[src/rtl/ad_perfect_shuffle_stream.sv]
// Streaming perfect-shuffle / unshuffle word permuter with a two-entry skid buffer.
// The permutation is combinational on the input side; storage only holds reordered beats.
`timescale 1ns/1ps
module ad_perfect_shuffle_stream #(
  parameter int NUM_GROUPS      = 1,
  parameter int WORDS_PER_GROUP = 1,
  parameter int WORD_WIDTH      = 1,
  localparam int DW = NUM_GROUPS * WORDS_PER_GROUP * WORD_WIDTH
) (
  input  logic          clk,
  input  logic          resetn,
  input  logic          in_valid,
  output logic          in_ready,
  input  logic [DW-1:0] in_data,
  input  logic          in_last,
  input  logic [1:0]    in_mode,
  output logic          out_valid,
  input  logic          out_ready,
  output logic [DW-1:0] out_data,
  output logic          out_last
);

  // Handshake: a beat moves on a port in any cycle where valid and ready are both 1.
  localparam logic [1:0] MODE_SHUFFLE   = 2'd1;
  localparam logic [1:0] MODE_UNSHUFFLE = 2'd2;

  logic [DW-1:0] shuf_data;
  logic [DW-1:0] unshuf_data;
  logic [DW-1:0] reord_data;

  logic          out_valid_q, out_valid_d;
  logic          skid_valid_q, skid_valid_d;
  logic          in_ready_q, in_ready_d;
  logic [DW-1:0] out_data_q, out_data_d;
  logic          out_last_q, out_last_d;
  logic [DW-1:0] skid_data_q, skid_data_d;
  logic          skid_last_q, skid_last_d;
  logic          in_fire;
  logic          out_fire;

  always_comb begin
    shuf_data   = in_data;
    unshuf_data = in_data;
    for (int i = 0; i < NUM_GROUPS; i++) begin
      for (int j = 0; j < WORDS_PER_GROUP; j++) begin
        shuf_data[(j*NUM_GROUPS + i)*WORD_WIDTH +: WORD_WIDTH] =
          in_data[(i*WORDS_PER_GROUP + j)*WORD_WIDTH +: WORD_WIDTH];
        unshuf_data[(i*WORDS_PER_GROUP + j)*WORD_WIDTH +: WORD_WIDTH] =
          in_data[(j*NUM_GROUPS + i)*WORD_WIDTH +: WORD_WIDTH];
      end
    end
    case (in_mode)
      MODE_SHUFFLE:   reord_data = shuf_data;
      MODE_UNSHUFFLE: reord_data = unshuf_data;
      default:        reord_data = in_data;
    endcase
  end

  always_comb begin
    in_fire      = in_valid & in_ready_q;
    out_fire     = out_valid_q & out_ready;
    out_valid_d  = out_valid_q;
    out_data_d   = out_data_q;
    out_last_d   = out_last_q;
    skid_valid_d = skid_valid_q;
    skid_data_d  = skid_data_q;
    skid_last_d  = skid_last_q;
    if (!out_valid_q || out_fire) begin
      // Skid content is always older than anything arriving this cycle.
      if (skid_valid_q) begin
        out_valid_d  = 1'b1;
        out_data_d   = skid_data_q;
        out_last_d   = skid_last_q;
        skid_valid_d = 1'b0;
      end else begin
        out_valid_d = in_fire;
        if (in_fire) begin
          out_data_d = reord_data;
          out_last_d = in_last;
        end
      end
    end else if (in_fire) begin
      skid_valid_d = 1'b1;
      skid_data_d  = reord_data;
      skid_last_d  = in_last;
    end
    in_ready_d = ~skid_valid_d;
  end

  always_ff @(posedge clk or negedge resetn) begin
    if (!resetn) begin
      out_valid_q  <= 1'b0;
      skid_valid_q <= 1'b0;
      in_ready_q   <= 1'b0;
    end else begin
      out_valid_q  <= out_valid_d;
      skid_valid_q <= skid_valid_d;
      in_ready_q   <= in_ready_d;
    end
  end

  always_ff @(posedge clk) begin
    out_data_q  <= out_data_d;
    out_last_q  <= out_last_d;
    skid_data_q <= skid_data_d;
    skid_last_q <= skid_last_d;
  end

  assign in_ready  = in_ready_q;
  assign out_valid = out_valid_q;
  assign out_data  = out_data_q;
  assign out_last  = out_last_q;

endmodule

[config.mk]
export PLATFORM = sky130hd
export DESIGN_NAME = ad_perfect_shuffle_stream
export DESIGN_NICKNAME = d
export VERILOG_FILES = /design/src/rtl/ad_perfect_shuffle_stream.sv
export SDC_FILE = /design/constraint.sdc
export NUM_CORES = 1
export LEC_CHECK = 0
export ABC_AREA = 1
export BUFFER_PORTS_ARGS = -buffer_cell sky130_fd_sc_hd__buf_2
export CAP_MARGIN = 20
export CORE_AREA = 2 2 39 41
export CTS_CLUSTER_SIZE = 30
export DETAILED_ROUTE_END_ITERATION = 16
export DIE_AREA = 0 0 41 43
export GPL_ROUTABILITY_DRIVEN = 0
export GPL_TIMING_DRIVEN = 0
export SLEW_MARGIN = 20
export SYNTH_ARGS = -nofsm -noshare
export SYNTH_HDL_FRONTEND = slang
export SYNTH_SLANG_ARGS = --single-unit
[constraint.sdc]
create_clock -name clk -period 1 [get_ports clk]
set_clock_uncertainty 0.15 [all_clocks]
set_input_delay 0.2 -clock clk [delete_from_list [all_inputs] [get_ports clk]]
set_output_delay 0.2 -clock clk [all_outputs]
set_load 0.05 [all_outputs]
# Word-level counts from Yosys, hierarchy flattened
# Index checks and enable logic that the tools add are counted.
totals:
  regBits: 7
  mem_count: 0
  latch_bits: 0
  rom_bits: 0
  ramBits: 0
op_classes:
  div_mod_pow: 0
  shifts: 0
  order_cmp: 0
  bitwise: 4
  reduce_logical: 5
  n_eq_ne: 0
  add_sub_neg: 0
  mux: 7
  multipliers: 0
ops:
  columns: ["op", "n"]
  rows:
  - ["2-to-1 mux 1 bit", 7]
  - ["AND reduction 2 bit", 2]
  - ["bitwise AND 1 bit", 2]
  - ["NOT 1 bit", 2]
  - ["nonzero test 2 bit", 1]
  - ["zero test 1 bit", 1]
  - ["logical OR 1 bit", 1]

# Logic depth before layout (Yosys ltp)
logic_depth:
  word_depth: 4
  depth_mapped: 4

# Least setup slack after synthesis
# No wires, ideal clock.
synth_path:
  path_type: "register to register"
  startpoint: "register in_ready_q (netlist: in_ready)"
  endpoint: "register out_data_q (netlist: out_data) (enable)"
  required_ns: 0.556
  setup_time_ns: 0.294
  setup_slack_ns: -0.441
  n_path_buf: 0
  path_stages_with_launch: 5
  arrival_time_ns: 0.997
  path_cell_list: "dfrtp_1 nand2_1 nand2_2 nand2_1 inv_1"
synth_via:
  elab_chain_cells: 3
synth_lines:
  columns: ["element", "line_no", "text"]
  rows:
  - ["start: declaration", "33", "logic in_ready_q, in_ready_d;"]
  - ["start signal: assignment", "98", "in_ready_q <= in_ready_d;"]
  - ["bitwise AND 1 bit", "60", "in_fire = in_valid & in_ready_q;"]
  - ["nonzero test 2 bit (no line)", null, null]
  - ["AND reduction 2 bit (no line)", null, null]
  - ["end signal: assignment", "103", "out_data_q <= out_data_d;"]
  - ["end: declaration", "34", "logic [DW-1:0] out_data_q, out_data_d;"]
# Every way passes these cells.
# A chain may end at the register's enable or synchronous reset.

# Worst setup path after layout
layout_path:
  startpoint: "register in_ready_q (netlist: in_ready)"
  endpoint: "output port in_ready"
layout_lines:
  columns: ["element", "line_no", "text"]
  rows:
  - ["end: declaration", "13", "output logic in_ready,"]
# No word-level cell between the ends.

==> impl_metrics.env <==
export IMPL_synth_xor_xnor_area_share=0
export IMPL_ant_nets=0
export IMPL_rsz0062_at_grt="yes"
export IMPL_crit_chain="buf_6"
export IMPL_cp_slowest_cell="dfrtp_2"
export IMPL_grt_use_met2=0.0813
export IMPL_numPortBuffers=9
export IMPL_root_buffer="clkbuf_4"
export IMPL_cts_tree="yes"
export IMPL_layout_setup_ws_ps=-161
export IMPL_vias=216
export IMPL_instances_no_fill=57
export IMPL_drt_iter0_drc=4
export IMPL_numClockSinks=7
export IMPL_synthMuxAreaShare=0
export IMPL_cts_inserted_buffers=3
export IMPL_synth_cell_type_count=9
export IMPL_wl_per_cell_um=8.02
export IMPL_synth_adder_area_share=0
export IMPL_boundaryPins=12
export IMPL_ys_ff_latch=7
export IMPL_max_slew_worst_pin_slew_ps=133
export IMPL_violations="setup timing"
export IMPL_use_met1=0.0861
export IMPL_grt_overflow=0
export IMPL_synthCells=25
export IMPL_synth_top_family_by_area="simple AND/OR/NAND/NOR gates"
export IMPL_syn_num_nets=33
export IMPL_synth_compound_area_frac=0.0187
export IMPL_cts_path_max_buffers=2
export IMPL_clk_latency_ps=250
export IMPL_crit_arrival_ps=810
export IMPL_grtUsageTotal=0.0648
export IMPL_firstDrtPassIters=4
export IMPL_start_util=0.193
export IMPL_worstPathRequired_ps=650
export IMPL_grt_max_degree=6
export IMPL_core_um2=1380
export IMPL_ys_flop_type="edfxtp_1"
export IMPL_synthesis_area_um2=268
export IMPL_synth_most_common_cell="nand2_1"
export IMPL_gr_max_usage_layer="met1"
export IMPL_synth_yosys_seq_area_share=0.729
export IMPL_area_growth_pct=60.3
export IMPL_num_rows=14
export IMPL_grt_first_pass_wirelength_um=745
export IMPL_synthTopCellsByArea="edfxtp_1 45%, dfrtp_1 28%, nand2_1 14%, inv_1 4.2%, nand2_2 2.3%"
export IMPL_synth_largest_area_cell="edfxtp_1"
export IMPL_dp_cells=50
export IMPL_period_share=1.16
export IMPL_powerDensity_nw_per_um2=1850
export IMPL_antenna_found_initial=0
export IMPL_slew_violations=0
export IMPL_synthTopCellsByCount="10 x nand2_1, 4 x edfxtp_1, 3 x dfrtp_1, 3 x inv_1"
export IMPL_syn_area_per_cell_um2=10.7
export IMPL_setup_violations_final=9
export IMPL_start_kind="register"
export IMPL_postSynth_asyncResetShare=0.429
export IMPL_status="finished with violations"
export IMPL_maxCapViolations=0
export IMPL_routed_wirelength_um=457
export IMPL_grt_use_met3=0.0314
export IMPL_ir_worst_vdd_mv=0.522
export IMPL_fp_dieH_um=43
export IMPL_crit_type="register to primary output"
export IMPL_slowest_delay_ps=410
export IMPL_synth_edf_count=4
export IMPL_path_buf_inv=1
export IMPL_crit_fanout=2
export IMPL_finalHoldViolCount=0
export IMPL_synth_top_area_share=0.449
export IMPL_synth_warnings=0
export IMPL_via_per_inst=3.79
export IMPL_min_period_ps=1160
export IMPL_synth_simple_area_share=0.196
export IMPL_dieArea_um2=1760
export IMPL_grt_pass1_vias=196
export IMPL_p_leak_uw=0.000201
export IMPL_fmax_mhz=861
export IMPL_slew_headroom=0.911
export IMPL_path_clk_slew_ps=50
export IMPL_drc=0
export IMPL_n_antenna_cell=0
export IMPL_crit_family="flip-flops"
export IMPL_end_kind="primary output"
export IMPL_htree_levels=1
export IMPL_drive_above_1_share=0.463
export IMPL_fp_dieW_um=41
export IMPL_utilization=0.310
export IMPL_holdCritPathClass="input pin to register"
export IMPL_place_hpwl_um=367
export IMPL_nets=50
-- through the flow --
step                power, uW  TNS [ps]  hold slack, ps  setup slack [ps]  area [um2]
global route              845     -1180             102              -189         429
CTS                       798      -950           -7.42              -170         409
global placement          503      -263            -150             -66.1         340
finish                    793      -903            90.7              -161         429
detailed placement        507      -296            -151             -78.2         340
floorplan                 467      -943            -246              -238         275
-- flip-flops by register name, summed over array words and instances, names as in the netlist --
register / cells
in_ready: 1
out_data: 1
out_last: 1
out_valid: 1
skid_data_q: 1
skid_last_q: 1
skid_valid_q: 1
-- area by class of cell --
class	count	area [um2]
fill	150	955
sequential	7	198
timing repair buffer	12	100
multi-input combinational	14	70.1
clock buffer	4	26.3
tap	16	20.0
inverter	4	15.0
-- kinds of logic after synthesis --
family | Yosys count
flops | 7
buf+inv | 4
compound gates | 1
simple gates | 13
-- final timing paths --
path,depth (start not counted),endpoint,startpoint,slack (ps)
setup / recovery,1,in_ready,in_ready,-160
hold / removal,3,out_last,in_last,90
setup reg to reg,3,out_data,out_valid,-120
hold reg to reg,2,out_last,skid_last_q,370
max in group asynchronous,2,in_ready,resetn,460
min in group asynchronous,2,skid_valid_q,resetn,120
-- layer usage --
layer / share of wire / vias up
met5: 0 / -
met4: 0 / 0
met3: 0.094 / 0
met2: 0.46 / 8
met1: 0.45 / 99
li1: - / 109
-- power breakdown --
group | internal (uW) | switching (uW)
Sequential | 340 | 16.4
Clock | 152 | 99.8
Combinational | 67.0 | 117
-- what timing repair did --
item,4_1_cts,5_1_grt
endpoints found under the setup margin,8,8
hold buffers,1,2
buffers inserted,0,0
pin swaps,0,0
endpoints found under the hold margin,5,2
resized for setup,10,0
-- layout by cell type, fill, tap and decap left out, drive strengths merged --
master / count
clkbuf: 4
dfrtp: 3
nor2: 1
nand2: 11
buf: 9
dlygate4sd3: 3
edfxtp: 4
inv: 4
nand3: 1
a21oi: 1
(Power assumes the default switching activity.)
